$ cat src/rtl/pingpong_buf_ctrl.sv
// Ping-pong frame buffer controller.
// The writer fills one half of a dual-port RAM with PCM samples. The reader
// streams the other half out once that half is full. Each RAM half holds
// HALF_LEN samples at addresses {half, idx[7:0]}. A sample that arrives while
// the target half is still waiting to be read is dropped, and the sticky
// overflow flag records the loss.

module pingpong_buf_ctrl #(
  parameter int HALF_LEN = 256
) (
  input  logic        clk,
  input  logic        reset,
  input  logic        en,
  input  logic        din_valid,
  input  logic [15:0] din,
  input  logic        ovf_clr,
  output logic        ram_cea,
  output logic [8:0]  ram_ada,
  output logic [15:0] ram_din,
  output logic        ram_ceb,
  output logic        ram_oce,
  output logic [8:0]  ram_adb,
  input  logic [15:0] ram_dout,
  output logic        out_valid,
  output logic [15:0] out_data,
  output logic        out_first,
  output logic        out_last,
  output logic        out_half,
  output logic        overflow
);

  localparam logic [7:0] LAST_IDX = 8'(HALF_LEN - 1);

  typedef enum logic {
    ST_IDLE = 1'b0,
    ST_READ = 1'b1
  } rd_state_t;

  // writer state
  logic       r_wr_half;
  logic [7:0] r_wr_cnt;
  // reader state
  rd_state_t  r_state;
  logic       r_rd_half;
  logic [7:0] r_rd_cnt;
  // one bit per half: written completely and not yet read out
  logic [1:0] r_full;
  logic       r_overflow;
  // registered frame-output qualifiers
  logic       r_out_valid;
  logic       r_out_first;
  logic       r_out_last;
  logic       r_out_half;

  logic       w_wr_req;
  logic       w_wr_acc;
  logic       w_wr_drop;
  logic       w_wr_done;
  logic       w_rd_active;
  logic       w_rd_done;
  logic [1:0] w_full_set;
  logic [1:0] w_full_clr;

  // A write is requested only while capture is enabled. It is never issued
  // during a reset cycle, so that a reset leaves the RAM untouched.
  assign w_wr_req    = din_valid & en & ~reset;
  assign w_wr_acc    = w_wr_req & ~r_full[r_wr_half];
  assign w_wr_drop   = w_wr_req &  r_full[r_wr_half];
  assign w_wr_done   = w_wr_acc & (r_wr_cnt == LAST_IDX);
  assign w_rd_active = (r_state == ST_READ);
  assign w_rd_done   = w_rd_active & (r_rd_cnt == LAST_IDX);

  // The writer only ever completes the half that the reader is not draining,
  // so a set and a clear in the same cycle always hit different bits.
  assign w_full_set = w_wr_done ? (r_wr_half ? 2'b10 : 2'b01) : 2'b00;
  assign w_full_clr = w_rd_done ? (r_rd_half ? 2'b10 : 2'b01) : 2'b00;

  // The write port is driven combinationally from the incoming sample.
  assign ram_cea = w_wr_acc;
  assign ram_ada = {r_wr_half, r_wr_cnt};
  assign ram_din = din;

  // The read port is driven directly from the reader state.
  assign ram_ceb = w_rd_active;
  assign ram_adb = {r_rd_half, r_rd_cnt};
  assign ram_oce = 1'b1;

  // RAM read data arrives one cycle after the address, aligned with r_out_valid.
  assign out_data  = ram_dout;
  assign out_valid = r_out_valid;
  assign out_first = r_out_first;
  assign out_last  = r_out_last;
  assign out_half  = r_out_half;
  assign overflow  = r_overflow;

  // Writer: advance the sample index and hand the half over when it fills up.
  always_ff @(posedge clk) begin
    if (reset) begin
      r_wr_half <= 1'b0;
      r_wr_cnt  <= 8'd0;
    end else if (w_wr_done) begin
      r_wr_half <= ~r_wr_half;
      r_wr_cnt  <= 8'd0;
    end else if (w_wr_acc) begin
      r_wr_cnt  <= r_wr_cnt + 8'd1;
    end
  end

  // Full flags: the writer sets a flag and the reader clears one.
  always_ff @(posedge clk) begin
    if (reset) begin
      r_full <= 2'b00;
    end else begin
      r_full <= (r_full | w_full_set) & ~w_full_clr;
    end
  end

  // Sticky overflow: a drop in the same cycle as ovf_clr keeps the flag set.
  always_ff @(posedge clk) begin
    if (reset) begin
      r_overflow <= 1'b0;
    end else if (w_wr_drop) begin
      r_overflow <= 1'b1;
    end else if (ovf_clr) begin
      r_overflow <= 1'b0;
    end
  end

  // Reader FSM: stream one full half out without stalls, then go back to
  // IDLE for at least one cycle. The output qualifiers are registered from
  // the cycle that issues the read.
  always_ff @(posedge clk) begin
    if (reset) begin
      r_state     <= ST_IDLE;
      r_rd_half   <= 1'b0;
      r_rd_cnt    <= 8'd0;
      r_out_valid <= 1'b0;
      r_out_first <= 1'b0;
      r_out_last  <= 1'b0;
      r_out_half  <= 1'b0;
    end else begin
      r_out_valid <= w_rd_active;
      r_out_first <= w_rd_active & (r_rd_cnt == 8'd0);
      r_out_last  <= w_rd_done;
      r_out_half  <= r_rd_half;
      case (r_state)
        ST_IDLE: begin
          if (r_full[r_rd_half]) begin
            r_state  <= ST_READ;
            r_rd_cnt <= 8'd0;
          end
        end
        ST_READ: begin
          if (r_rd_cnt == LAST_IDX) begin
            r_state   <= ST_IDLE;
            r_rd_half <= ~r_rd_half;
          end else begin
            r_rd_cnt  <= r_rd_cnt + 8'd1;
          end
        end
        default: begin
          r_state <= ST_IDLE;
        end
      endcase
    end
  end

endmodule
$ cat config.mk
export PLATFORM = sky130hd
export DESIGN_NAME = pingpong_buf_ctrl
export DESIGN_NICKNAME = d
export VERILOG_FILES = /design/src/rtl/pingpong_buf_ctrl.sv
export SDC_FILE = /design/constraint.sdc
export NUM_CORES = 1
export LEC_CHECK = 0
export ABC_CLOCK_PERIOD_IN_PS = 1500
export CORE_MARGIN = 2
export CORE_UTILIZATION = 32
export CTS_CLUSTER_DIAMETER = 100
export DETAILED_ROUTE_END_ITERATION = 12
export PLACE_DENSITY_LB_ADDON = 0.3
export SLEW_MARGIN = 5
export SYNTH_ARGS = -nofsm -noshare
export SYNTH_HDL_FRONTEND = slang
export SYNTH_SLANG_ARGS = --single-unit
export TNS_END_PERCENT = 30
$ cat constraint.sdc
create_clock -name clk -period 1.5 [get_ports clk]
set_input_delay 0.375 -clock clk [delete_from_list [all_inputs] [get_ports clk]]
set_output_delay 0.375 -clock clk [all_outputs]
set_load 0.1 [all_outputs]
==> out/qor.yml <==
clock_network:
  cts_tree: "built"
  ctsHoldBuffers: 0
  htreeDepth: 1
  clk_path_buf_depth: 2
  cts_root_buf: "clkbuf_8"
  cts_buffers: 3
  clk_latency_ns: 0.26
  clkSlewWorstSetupHoldPaths_ns: 0.08
  cts.sinks: 26
die:
  chipWidth_um: 71.1
  rows: 24
  io_pins: 95
  die-area_um2: 5060
  start_util_pct: 33.1
  chipHeight_um: 71.1
  core-area_um2: 4350
sta:
  finalSetupViolCount: 1
  holdWs_ns: 0.499
  fin_crit_sh_pct: 114
  hold_violations: 0
  maxSlewViolCount: 0
  fin_tns_setup_ns: -0.213
  min_period_ns: 1.71
  fin_skew_ns: 0.00119
  max_freq_mhz: 584
  rsz0062_at_grt: "true"
  setup_ws_ns: -0.213
setup_path:
  end_kind: "output pin"
  crit_path_top_delay_cell: "dfxtp_2"
  worstPathArrival_ns: 1.34
  critPathKind: "reg -> out"
  critPathMaxStageDelay_ns: 0.34
  critical_path_buf_inv_count: 1
  required_ns: 1.12
  crit_family: "flip-flops"
  cp_max_fo: 2
  path_cells: "mux2_4 > nor3_4 > buf_12"
  r2r_cells: 5
  crit_path_start_kind: "register"
  cp.depth: 3
power_and_ir_drop:
  vdd_drop_max_mv: 0.294
  p_per_area_nw_per_um2: 576
  leakage_uw: 0.000755
placement:
  place_congestion: 0.840
  io_buffers: 29
  hpwl_mm: 2.40
min_path:
  hp-class: "reg -> reg"
  hold_depth: 2
route:
  routed_wirelength_mm: 3.24
  drcViolationCount: 0
  num_vias: 1205
  ant_nets: 0
  dr.first_iter.drc_count: 61
  wl_per_cell_um: 14.0
  vias_per_cell: 5.22
  first_pass_iters: 6
global_routing:
  grt_overflow: 0
  antenna_found_initial: 0
  grt_pass1_vias: 1242
  grt_pass1_wl_mm: 5.52
  gr-usage-all-layers_pct: 13.4
  grt_max_degree: 26
job:
  maxCapViolCount: 0
yosys:
  syn_inst: 166
  synth_warnings: 0
  synth_nets: 206
  synth.distinct_cells: 34
  yosysSeqAreaShare_pct: 36.1
  synth_seq_cells: 26
  syn_area_um2: 1440
  synth.avg_cell_area_um2: 8.69
finish:
  antenna-diode-count: 0
  seqCellArea_um2: 561
  fin_nets: 220
  num-fill-cells: 406
  synthToLayoutAreaGrowth_pct: 45.7
  layout-drive-gt1-share_pct: 45.8
  multi_input_area_um2: 723
outcome:
  failed_checks: "negative setup slack"
  status: "complete, but fails checks"
[state kept, by name, indices dropped and copies added, names as in the netlist]
name       flops
out_half       1
out_last       1
ram_ceb        1
r_rd_cnt       8
r_rd_half      1
r_wr_cnt       8
overflow       1
r_full         2
out_first      1
r_wr_half      1
out_valid      1
[layout make-up]
cell class                      count  area share, %
Multi-Input combinational cell     96           34.4
Timing Repair Buffer               48           32.3
Sequential cell                    26           26.7
Tap cell                           52           3.10
Clock buffer                        4           2.62
Inverter                            5          0.893
[cells in the final DEF, fill, tap and decap left out, drive strengths merged, types with 2 or more instances in the layout]
cell type / synthesis / final
buf: 36 / 44
dfxtp: 26 / 26
nor3: 16 / 16
nor2: 15 / 15
nand2: 8 / 8
xnor2: 8 / 8
a21oi: 8 / 8
inv: 5 / 5
clkbuf: 3 / 4
nor4: 4 / 4
nand4: 3 / 3
nand3: 3 / 3
o21ai: 3 / 3
a31oi: 3 / 3
dlygate4sd2: 0 / 3
a41oi: 3 / 3
ha: 3 / 3
a32oi: 2 / 2
and3: 2 / 2
mux2: 2 / 2
nand4b: 2 / 2
a211oi: 2 / 2
nor4b: 2 / 2
[logic make-up after synthesis]
logic type	after synthesis	synth area share (%)
buffers and inverters	44	20.6
flip-flops	26	36.1
other	1	0.260
XOR/XNOR	8	4.86
adder cells (fa/ha/maj)	3	2.60
AO/OA/AOI/OAI	23	10.2
AND/OR/NAND/NOR	58	22.8
multiplexers	3	2.51
[synth_stat cells (all sizes together)]
master,number,area [um^2]
and4,1,8.76
nor4b,2,17.5
mux2i,1,10.0
nor3,16,85.1
o21ai,3,15.0
nor2b,1,6.26
nand4b,2,32.5
dfxtp,26,521
o41ai,1,8.76
a31oi,3,18.8
clkbuf,3,11.3
buf,36,268
o22ai,1,6.26
xnor2,8,70.1
inv,5,18.8
a32oi,2,17.5
nor2,15,56.3
ha,3,37.5
a21oi,8,40.0
or2,1,6.26
a211oi,2,15.0
conb,1,3.75
mux2,2,26.3
nand4,3,18.8
and3,2,12.5
nor4,4,40.0
nand2,8,30.0
nand3,3,15.0
a41oi,3,26.3
[tightest hold or removal path, stage by stage (launching register included)]
cell and delay, ns:
dfxtp_4 0.37, nand2_1 0.05, a21oi_1 0.05
[report_power, final]
group / internal (uW) / switching, uW / leakage, uW
clock network: 234 / 201 / 0.0000288
registers: 679 / 1.02 / 0.000221
logic: 33.5 / 63.4 / 0.000506
total: 947 / 265 / 0.000755
[path summary, 6_finish.rpt]
path / startpoint / endpoint / slack (ns)
hold reg to reg: r_rd_cnt[0] / r_rd_cnt[0] / 0.50
hold / removal: r_rd_cnt[0] / r_rd_cnt[0] / 0.50
setup / recovery: r_wr_half / ram_cea / -0.21
setup reg to reg: r_wr_half / r_full[1] / 0.01
[layer usage]
metal	GRT usage, %	vias up	routed length (um)
met2	24.0	36	1720
met4	5.45	0	47
met5	0	-	0
li1	-	574	-
met3	2.56	8	163
met1	15.5	587	1310
[metrics by stage]
stage	utilization (%)	area, um^2	setup WS, ns	power (uW)	cells
finish	48.3	2100	-0.213	1210	231
global route	48.3	2100	-0.271	1270	231
CTS	46.7	2030	-0.215	1230	227
detailed placement	44.5	1940	-0.387	795	222
global placement	44.5	1940	-0.353	793	222
floorplan	-	1510	-0.494	1160	166
[what timing repair did]
item	in CTS	in global routing
resized for setup	8	7
pin swaps	4	3
setup endpoints to repair	12	18
buffers inserted	2	4
gates cloned	0	0
Power figures use the tool's default switching activity.
